$ cat src/rtl/hamming_pkg.sv
// Shared definitions for the SECDED (8,4) receive path: error classes,
// codeword bit positions, the buffered word record and parity helpers.
package hamming_pkg;

    typedef enum logic [1:0] {
        ERR_NONE   = 2'd0,
        ERR_SINGLE = 2'd1,
        ERR_DOUBLE = 2'd2
    } err_class_e;

    // Physical bit index of each Hamming position inside the 8-bit codeword
    localparam int unsigned P0_IDX = 0;   // overall parity
    localparam int unsigned P1_IDX = 2;   // position 1
    localparam int unsigned P2_IDX = 1;   // position 2
    localparam int unsigned D0_IDX = 3;   // position 3
    localparam int unsigned P3_IDX = 4;   // position 4
    localparam int unsigned D1_IDX = 5;   // position 5
    localparam int unsigned D2_IDX = 6;   // position 6
    localparam int unsigned D3_IDX = 7;   // position 7

    // One buffered entry: raw codeword plus its decode information
    typedef struct packed {
        logic [7:0] cw;
        logic [2:0] syn;
        logic       ov;
        err_class_e err;
    } syn_word_t;

    // Syndrome {s3,s2,s1}; a non-zero value names the flipped Hamming position
    function automatic logic [2:0] calc_syn(input logic [7:0] cw);
        logic s1;
        logic s2;
        logic s3;
        s1 = cw[P1_IDX] ^ cw[D0_IDX] ^ cw[D1_IDX] ^ cw[D3_IDX];
        s2 = cw[P2_IDX] ^ cw[D0_IDX] ^ cw[D2_IDX] ^ cw[D3_IDX];
        s3 = cw[P3_IDX] ^ cw[D1_IDX] ^ cw[D2_IDX] ^ cw[D3_IDX];
        return {s3, s2, s1};
    endfunction

    // Even parity over the whole codeword; 1 means an odd number of flips
    function automatic logic calc_ov(input logic [7:0] cw);
        return cw[P0_IDX] ^ cw[P1_IDX] ^ cw[P2_IDX] ^ cw[D0_IDX] ^
               cw[P3_IDX] ^ cw[D1_IDX] ^ cw[D2_IDX] ^ cw[D3_IDX];
    endfunction

endpackage

$ cat src/rtl/hamming_secded_syn_calc.sv
// Combinational syndrome / overall-parity / error-class decode of one codeword.
module hamming_secded_syn_calc
    import hamming_pkg::*;
(
    input  logic [7:0] i_cw,
    output logic [2:0] o_syn,
    output logic       o_ov,
    output err_class_e o_err
);

    assign o_syn = calc_syn(i_cw);
    assign o_ov  = calc_ov(i_cw);

    // Odd flip count is correctable; even non-zero syndrome is not
    always_comb begin
        o_err = ERR_NONE;
        if (o_ov) begin
            o_err = ERR_SINGLE;
        end else if (o_syn != 3'd0) begin
            o_err = ERR_DOUBLE;
        end else begin
            o_err = ERR_NONE;
        end
    end

endmodule

$ cat src/rtl/hamming_secded_syndrome_stage.sv
// Registered syndrome stage: decodes words on acceptance, holds them in a
// 2-entry skid buffer (main + skid) and counts error classes on transfer.
module hamming_secded_syndrome_stage
    import hamming_pkg::*;
#(
    parameter int unsigned CNT_W = 16
) (
    input  logic             clk,
    input  logic             rst_n,
    input  logic             s_valid,
    output logic             s_ready,
    input  logic [7:0]       s_cw,
    output logic             m_valid,
    input  logic             m_ready,
    output logic [7:0]       m_cw,
    output logic [2:0]       m_syn,
    output logic             m_ov,
    output logic [1:0]       m_err,
    input  logic             cnt_clr,
    output logic [CNT_W-1:0] cnt_single,
    output logic [CNT_W-1:0] cnt_double
);

    typedef enum logic [1:0] {
        ST_EMPTY = 2'd0,
        ST_ONE   = 2'd1,
        ST_TWO   = 2'd2
    } state_e;

    localparam logic [CNT_W-1:0] CNT_MAX = {CNT_W{1'b1}};
    localparam logic [CNT_W-1:0] CNT_ONE = CNT_W'(1);

    state_e           r_state;
    syn_word_t        r_main;
    syn_word_t        r_skid;
    logic             r_s_ready;
    logic             r_m_valid;
    logic [CNT_W-1:0] r_cnt_single;
    logic [CNT_W-1:0] r_cnt_double;

    logic [2:0]       w_syn;
    logic             w_ov;
    err_class_e       w_err;
    syn_word_t        w_in;
    logic             w_acc;
    logic             w_xfer;

    hamming_secded_syn_calc u_syn_calc (
        .i_cw  (s_cw),
        .o_syn (w_syn),
        .o_ov  (w_ov),
        .o_err (w_err)
    );

    assign w_in   = '{cw: s_cw, syn: w_syn, ov: w_ov, err: w_err};
    assign w_acc  = s_valid && r_s_ready;
    assign w_xfer = r_m_valid && m_ready;

    // Skid-buffer FSM; main always feeds the outputs, skid catches the word
    // accepted while the consumer stalls, so s_ready never depends on m_ready
    always_ff @(posedge clk or negedge rst_n) begin
        if (!rst_n) begin
            r_state   <= ST_EMPTY;
            r_main    <= '0;
            r_skid    <= '0;
            r_m_valid <= 1'b0;
            r_s_ready <= 1'b0;
        end else begin
            case (r_state)
                ST_EMPTY: begin
                    r_s_ready <= 1'b1;
                    if (w_acc) begin
                        r_main    <= w_in;
                        r_m_valid <= 1'b1;
                        r_state   <= ST_ONE;
                    end else begin
                        r_m_valid <= 1'b0;
                    end
                end
                ST_ONE: begin
                    if (w_acc && !w_xfer) begin
                        r_skid    <= w_in;
                        r_s_ready <= 1'b0;
                        r_state   <= ST_TWO;
                    end else if (w_acc) begin
                        r_main    <= w_in;
                        r_s_ready <= 1'b1;
                    end else if (w_xfer) begin
                        r_m_valid <= 1'b0;
                        r_s_ready <= 1'b1;
                        r_state   <= ST_EMPTY;
                    end else begin
                        r_m_valid <= 1'b1;
                        r_s_ready <= 1'b1;
                    end
                end
                ST_TWO: begin
                    if (w_xfer) begin
                        r_main    <= r_skid;
                        r_s_ready <= 1'b1;
                        r_state   <= ST_ONE;
                    end else begin
                        r_s_ready <= 1'b0;
                    end
                end
                default: begin
                    r_m_valid <= 1'b0;
                    r_s_ready <= 1'b1;
                    r_state   <= ST_EMPTY;
                end
            endcase
        end
    end

    // Link-quality counters: bump on transfer, saturate, clear wins
    always_ff @(posedge clk or negedge rst_n) begin
        if (!rst_n) begin
            r_cnt_single <= '0;
            r_cnt_double <= '0;
        end else if (cnt_clr) begin
            r_cnt_single <= '0;
            r_cnt_double <= '0;
        end else if (w_xfer) begin
            case (r_main.err)
                ERR_SINGLE: begin
                    if (r_cnt_single != CNT_MAX) begin
                        r_cnt_single <= r_cnt_single + CNT_ONE;
                    end
                end
                ERR_DOUBLE: begin
                    if (r_cnt_double != CNT_MAX) begin
                        r_cnt_double <= r_cnt_double + CNT_ONE;
                    end
                end
                default: begin
                end
            endcase
        end
    end

    assign s_ready    = r_s_ready;
    assign m_valid    = r_m_valid;
    assign m_cw       = r_main.cw;
    assign m_syn      = r_main.syn;
    assign m_ov       = r_main.ov;
    assign m_err      = r_main.err;
    assign cnt_single = r_cnt_single;
    assign cnt_double = r_cnt_double;

endmodule
$ cat config.mk
export PLATFORM = sky130hd
export DESIGN_NAME = hamming_secded_syndrome_stage
export DESIGN_NICKNAME = d
export VERILOG_FILES = /design/src/rtl/hamming_pkg.sv /design/src/rtl/hamming_secded_syn_calc.sv /design/src/rtl/hamming_secded_syndrome_stage.sv
export SDC_FILE = /design/constraint.sdc
export NUM_CORES = 1
export LEC_CHECK = 0
export ABC_AREA = 1
export CELL_PAD_IN_SITES_DETAIL_PLACEMENT = 0
export CELL_PAD_IN_SITES_GLOBAL_PLACEMENT = 1
export CORE_ASPECT_RATIO = 0.9
export CORE_UTILIZATION = 39
export DETAILED_ROUTE_END_ITERATION = 10
export GPL_TIMING_DRIVEN = 0
export PLACE_DENSITY = 0.88
export SYNTH_ARGS = -nofsm -noshare
export SYNTH_HDL_FRONTEND = slang
export SYNTH_HIERARCHICAL = 1
export SYNTH_SLANG_ARGS = --single-unit
export TNS_END_PERCENT = 50
$ cat constraint.sdc
create_clock -name clk -period 1.9 [get_ports clk]
set_input_delay 0.57 -clock clk [delete_from_list [all_inputs] [get_ports clk]]
set_output_delay 0.57 -clock clk [all_outputs]
set_load 0.05 [all_outputs]
==> results of run 1 <==
==> worst min-delay path by stage <==
| stage | from | end | slack, ns | depth (start not counted) |
|---|---|---|---|---|
| after global routing | rst_n | r_skid[11] | 0.38 | 1 |
| after global placement | r_skid[9] | r_skid[9] | 0.47 | 2 |
| after floorplan | rst_n | cnt_double[0] | 0.27 | 0 |
| after CTS | rst_n | s_ready | 0.35 | 1 |
| after detailed placement | r_skid[1] | r_skid[1] | 0.47 | 2 |
| final | rst_n | s_ready | 0.32 | 1 |
==> layer usage <==
layer / routed length [um] / GRT usage (%) / vias to the layer above / part of all wire, %
li1: - / - / 1850 / -
met1: 4680 / 28.0 / 1644 / 49
met2: 4230 / 31.3 / 80 / 45
met3: 494 / 5.42 / 8 / 5.2
met4: 96 / 5.09 / 0 / 1.0
met5: 0 / 0 / - / 0
==> final cells by class <==
class	instances	area (sq um)
clock buffers	12	165
multi-input cells	395	1930
clock inverters	4	75.1
well taps	122	153
repair buffers	67	572
plain buffers	16	92.6
inverters	57	214
fillers	906	4480
flip-flops and latches	64	1600
==> stage by stage <==
stage | hold slack, ns | TNS, ns | worst slack [ns] | cells
2_1_floorplan | 0.274 | 0 | 0.0480 | 532
3_3_place_gp | 0.467 | -146.09 | -1.96 | 714
3_5_place_dp | 0.474 | -21.51 | -0.527 | 714
4_1_cts | 0.350 | -0.192 | -0.0434 | 731
5_1_grt | 0.381 | -0.00737 | -0.00737 | 737
6_report | 0.319 | 0 | 0.0740 | 737
==> cells in the final DEF, fill, tap and decap left out, types with 17 or more instances in the layout <==
| cell type | n |
|---|---|
| a21oi_1 | 25 |
| clkbuf_2 | 17 |
| clkdlybuf4s15_2 | 17 |
| dfrtp_1 | 62 |
| dlygate4sd2_1 | 20 |
| inv_1 | 54 |
| nand2_1 | 177 |
| nand3_1 | 22 |
| nand4_1 | 29 |
| nor2_1 | 65 |
| o21ai_0 | 24 |
==> timing repair <==
action,4_1_cts,5_1_grt
setup buffers,1,6
setup endpoints to repair,76,60
endpoints found under the hold margin,0,0
gates resized for setup,99,38
pin swaps,1,2
==> power breakdown <==
part | switching (mW) | internal, mW
logic | 1.56 | 0.654
clock network | 0.560 | 0.847
registers | 0.211 | 1.71
==> cell usage after synthesis (2+ instances only) <==
cell type | count | area (sq um)
nand2_1 | 178 | 668
nor2_1 | 66 | 248
dfrtp_1 | 64 | 1600
inv_1 | 55 | 206
nand4_1 | 29 | 181
a21oi_1 | 25 | 125
o21ai_0 | 25 | 125
nand3_1 | 22 | 110
o21bai_1 | 9 | 67.6
clkbuf_1 | 7 | 26.3
xor2_1 | 7 | 61.3
ha_1 | 6 | 75.1
nor2_4 | 6 | 67.6
buf_2 | 5 | 25.0
or2_2 | 5 | 31.3
nand2_2 | 4 | 25.0
nor2_2 | 3 | 18.8
buf_4 | 2 | 15.0
buf_6 | 2 | 22.5
inv_2 | 2 | 7.51
nand3_2 | 2 | 20.0
==> logic make-up (layout without fill, tap and decap cells) <==
group / after synthesis / count (layout) / share of synthesized area (%)
DFF: 64 / 64 / 42.1
AOI/OAI and AO/OA: 62 / 62 / 8.98
adders and majority gates: 6 / 6 / 1.97
and+or+nand+nor: 318 / 318 / 36.9
xor gates and xnor gates: 8 / 8 / 1.84
buffers and inverters: 73 / 156 / 7.96
muxes: 1 / 1 / 0.296
==> sequential cells by signal (all words and copies together) (netlist names) <==
register    cells
cnt_double     16
cnt_single     16
r_skid         14
m_cw            8
m_syn           3
m_err           2
r_state         2
m_ov            1
m_valid         1
s_ready         1
==> metrics.md, run 1 <==
| Metric | Value |
|---|---|
| Status | complete, no violations |
| Req. time, crit path | 1.33 ns |
| Clk_lat worst skew | 0.35 ns |
| Initial core utilization | 41.0% |
| Critical Path Start | m_valid |
| HPWL after DPL | around 6.7 mm |
| Post-route ant nets | 0 |
| Dpl cell area | ~0.0046 sq mm |
| Reg2reg setup slack | roughly 0.13 ns |
| DR iter-0 viols | about 150 |
| Critical Path Sink | m_valid |
| Final period utilization | a little over nine tenths |
| Vias in the first global route | about 3,400 |
| Ys Warns | 6 |
| Power Density | 1150 mW/mm^2 |
| Mapped Cells | around 530 |
| Final number of setup-violating endpoints | 0 |
| Tot Pwr | ~5.5 mW |
| Crit path capture type | output port |
| Most used DFF post-synth | dfrtp_1 |
| Io pins | 61 |
| Clock sinks | 64 |
| CTS Buffer Depth | 2 |
| Top Family by Delay on Critical Path | buffers and inverters |
| Via count | 3,582 |
| Synth-to-layout area growth | 26.3% |
| WP buf/inv | 1 |
| H-tree levels | 3 |
| Async SR Flop Fraction | 100% |
| Routed WL per cell | 12.9 um |
| Final hold violation count | 0 |
| Worst Path Class, Setup | flip-flop to output port |
| Leakage power | 2.42 nW |
| CTS root buf | clkbuf_8 |
| Layout Utilization | approximately half |
| Hold Path Class | input pin to async pin |
| Initial DRT Pass Iterations | 4 |
| Vias/cell | between 4 and 5 |
| Layout cells sized above 1 | between 15 and 20% |
| Port Buffers | 60 |
| Avg Cell Area, Syn | 7.15 sq um |
| Worst rel slew slack | 45.5% |
| Final Cell Area | about 0.0048 sq mm |
| Post-Syn Nets | approximately 550 |
| Drt drc | 0 |
| Reg-to-reg startpoint | cnt_double[1] |
| Total routed wirelength | 9.50 mm |
| VDD IR max | approximately 0.92 mV |
| Reg clk slew, reported paths | ~0.070 ns |
| Levels on crit path | 1 |
| CTS Buf Count | 9 |
| Total of max-cap violations | 0 |
| Clock Skew | 0.0103 ns |
| Max Slew Vio Count | 0 |
| Flops & latches, synth | 64 |
| FMAX | about 550 MHz |
| Initial antenna violation count | 0 |
| R2r endpoint | cnt_double[11] |
| Crit-path max FO | 3 |
| CP Launch Type | flip-flop |
| CP max stage delay | about 0.51 ns |
| Cell variety after synth | 29 |
| Grt ovf | 0 |
| Largest net degree at the start of global routing | 65 |
| Global-route wire length before repair | roughly 16 mm |
| Final min period | 1.83 ns |
| Number of core rows | 33 |
| Cells along the critical path | clkdlybuf4s15_1 |
| Ant. Diodes | 0 |
| Worst-Margin Slew | ~0.82 ns |
| All-Layer GR Usage | 20.2% |
| Crit path DAT | ~1.3 ns |
| Register area share after synthesis | a little over two fifths |
| Reg2reg path depth | 11 |
| CP max stage cell | clkdlybuf4s15_1 |
| Post-CTS Hold Fix Bufs | 0 |
| Die area | 0.0102 sq mm |
| Cell Area, Synth | 0.00380 sq mm |
| Number of flops mapped to enable cells by yosys | 0 |
| TritonCTS clock tree | yes |
| Die W | 106 um |
| RePlAce Congestion | 0.845 |
| Final net count | 629 |
| Core Box Area | 0.00929 sq mm |
| Die Y-Extent | ~96 um |
No activity file was read; power rests on OpenSTA's default activity.
==> run 2: changes to the inputs <==
Settings changed: CORE_MARGIN set to 2, SETUP_SLACK_MARGIN set to 0.15.
==> run 2 against run 1 <==
Clock power decreased by 25%; first-iteration DRC count increased by 38%; register-to-register slack improved by 0.08 ns; clock-buffer cell count increased by 1; power decreased by 2.4%; critical endpoint is now cnt_double[0]; largest cell class unchanged; largest power group unchanged.
==> metrics.md, run 2 (synthesis results as in run 1) <==
| Metric | Value |
|---|---|
| Status | complete, no violations |
| Reg2reg path depth | 11 (unchanged) |
| Worst-Margin Slew | 0.825 ns (+0.00718 ns) |
| HPWL after DPL | 7.19 mm (+6.8%) |
| CTS root buf | clkbuf_8 |
| Most common cell after layout, fill and taps aside | nand2_1 |
| TritonCTS clock tree | yes |
| Drt drc | 0 (unchanged) |
| Total of max-cap violations | 0 (unchanged) |
| CTS Buf Count | 9 (unchanged) |
| Global-route wire length before repair | 17.0 mm (+5.3%) |
| Dpl cell area | 0.00457 sq mm (+0.22%) |
| Most frequent cells in the layout | nand2_1 (176), nor2_1 (64), dfrtp_1 (58) |
| Critical Path Sink | cnt_double[0] |
| Die Y-Extent | 97.7 um (+2.1%) |
| Clock sinks | 64 (unchanged) |
| Io pins | 61 (unchanged) |
| Post-route ant nets | 0 (unchanged) |
| H-tree levels | 3 (unchanged) |
| Final net count | 638 (+1.4%) |
| Crit path DAT | 1.24 ns (-0.02 ns) |
| Core Box Area | 0.00957 sq mm (+3.0%) |
| Final number of setup-violating endpoints | 0 (unchanged) |
| Clock Power Share | 19.6% (-5.8 points) |
| Total routed wirelength | 10.1 mm (+6.4%) |
| Synth-to-layout area growth | 28.8% |
| Via count | 3,676 (+2.6%) |
| Clk_lat worst skew | 0.35 ns (about the same) |
| Setup WS post-layout | 0.0892 ns (+0.0152 ns) |
| All-Layer GR Usage | 20.3% (+0.13 points) |
| Number of core rows | 34 (+3.0%) |
| Vias/cell | 4.90 (+0.85%) |
| Critical Path Start | cnt_double[0] |
| Die area | 0.0106 sq mm (+4.0%) |
| Initial core utilization | 39.8% (-1.2 points) |
| RSZ-0062 raised after global routing | yes |
| VDD IR max | 1.13 mV (+22%) |
| Final period utilization | 95.3% (-0.80 points) |
| Req. time, crit path | 1.33 ns (about the same) |
| Ant. Diodes | 0 (unchanged) |
| Clock Skew | 0.0127 ns (+0.00242 ns) |
| Logic pwr share | 44.3% (+4.3 points) |
| Final hold violation count | 0 (unchanged) |
| Layout cells sized above 1 | 22.6% (+6.5 points) |
| CP Launch Type | flip-flop |
| RePlAce Congestion | 0.843 (-0.28%) |
| Int Pwr | 3.06 mW (-4.5%) |
| R2r endpoint | cnt_double[14] |
| Vias in the first global route | 3,481 (+3.5%) |
| CTS Buffer Depth | 2 (unchanged) |
| Initial antenna violation count | 0 (unchanged) |
| Post-CTS Hold Fix Bufs | 0 (unchanged) |
| Final Cell Area | 0.00490 sq mm (+2.0%) |
| P_sw | 2.34 mW (+0.42%) |
| Final min period | 1.81 ns (-0.0152 ns) |
| Reg-to-reg startpoint | cnt_double[0] |
| Crit-path max FO | 4 (+1) |
| Hold Path Class | input pin to async pin |
| Crit path capture type | output port |
| Worst Path Class, Setup | flip-flop to output port |
| Routed WL per cell | 13.5 um (+4.6%) |
| Leakage power | 2.49 nW (+3.2%) |
| Die W | 108 um (+1.9%) |
| Port Buffers | 60 (unchanged) |
| Pre-CTS setup slack | -0.454 ns (+0.0734 ns) |
| Largest net degree at the start of global routing | 65 (unchanged) |
| Sw Share | 43.3% (+1.2 points) |
| DR iter-0 viols | 204 (+38%) |
| Worst rel slew slack | 45.0% (-0.48 points) |
| Tot Pwr | 5.41 mW (-2.4%) |
| Fin Hold WS | 0.312 ns (-0.00714 ns) |
| FMAX | 552 MHz (+0.84%) |
| Power Density | 1100 mW/mm^2 (-4.3%) |
| Max Slew Vio Count | 0 (unchanged) |
| Grt ovf | 0 (unchanged) |
| Sequential Power Share | 36.2% (+1.6 points) |
| Reg clk slew, reported paths | 0.07 ns (about the same) |
| Reg2reg setup slack | 0.21 ns (+0.08 ns) |
| Initial DRT Pass Iterations | 5 (+1) |
## run 2: cell count changes in the layout (fill, tap and decap cells not counted), moves of 3 or more
cell | before | now
buf_2 | 4 | 20
buf_4 | 11 | 20
clkbuf_1 | 6 | 3
clkbuf_2 | 17 | 9
clkdlybuf4s15_2 | 17 | 26
dfrtp_1 | 62 | 58
dfrtp_2 | 2 | 6
dlygate4sd2_1 | 20 | 1
## run 2: what timing repair did
item                       4_1_cts  5_1_grt
resized for setup              196       53
setup buffers                    3       12
setup endpoints to repair      104       72
pin swaps                        1        6
gates cloned                     0        1
hold endpoints to repair         0        0
## run 2: cell type report
cell class / instances / area (sq um)
Sequential cell: 64 / 1610
Fill cell: 955 / 4670
Inverter: 57 / 216
Clock buffer: 13 / 159
Clock inverter: 3 / 17.5
Multi-Input combinational cell: 395 / 1980
Timing Repair Buffer: 76 / 652
Tap cell: 126 / 158
Buffer: 16 / 115
## run 2: routing by layer
| layer | up-vias | part of all wire [%] | GRT usage (%) |
|---|---|---|---|
| met5 | - | 0 | 0 |
| li1 | 1874 | - | - |
| met3 | 13 | 4.2 | 3.89 |
| met2 | 75 | 47 | 31.3 |
| met4 | 0 | 1.4 | 6.11 |
| met1 | 1714 | 47 | 29.0 |
## run 2: worst min-delay path by stage
stage | startpoint | to | cells past startpoint
floorplan | rst_n | cnt_double[0] | 0
global placement | r_skid[0] | r_skid[0] | 2
detailed placement | r_skid[1] | r_skid[1] | 2
CTS | rst_n | cnt_double[11] | 1
global route | rst_n | cnt_double[11] | 1
finish | rst_n | cnt_double[13] | 1
## run 2: worst max-delay path, cell delays in order (launching register included)
cell and delay, ns:
dfrtp_2 0.43, buf_4 0.15, clkdlybuf4s15_2 0.33
## run 2: power by group through the flow
stage | Sequential [mW] | Clock [mW] | Combinational (mW)
3_5_place_dp | 1.95 | 0 | 2.24
5_1_grt | 2.00 | 1.15 | 2.62
2_1_floorplan | 2.52 | 0 | 0.919
3_3_place_gp | 1.95 | 0 | 2.20
6_report | 1.95 | 1.06 | 2.39
4_1_cts | 1.94 | 1.09 | 2.28
## run 2: per-stage QoR
step                TNS, ns  utilization [%]  instances
finish                    0             51.2        750
global route              0             51.2        750
CTS                       0             49.4        737
detailed placement   -20.81             47.7        718
global placement    -145.14             47.7        718
floorplan                 0                -        532
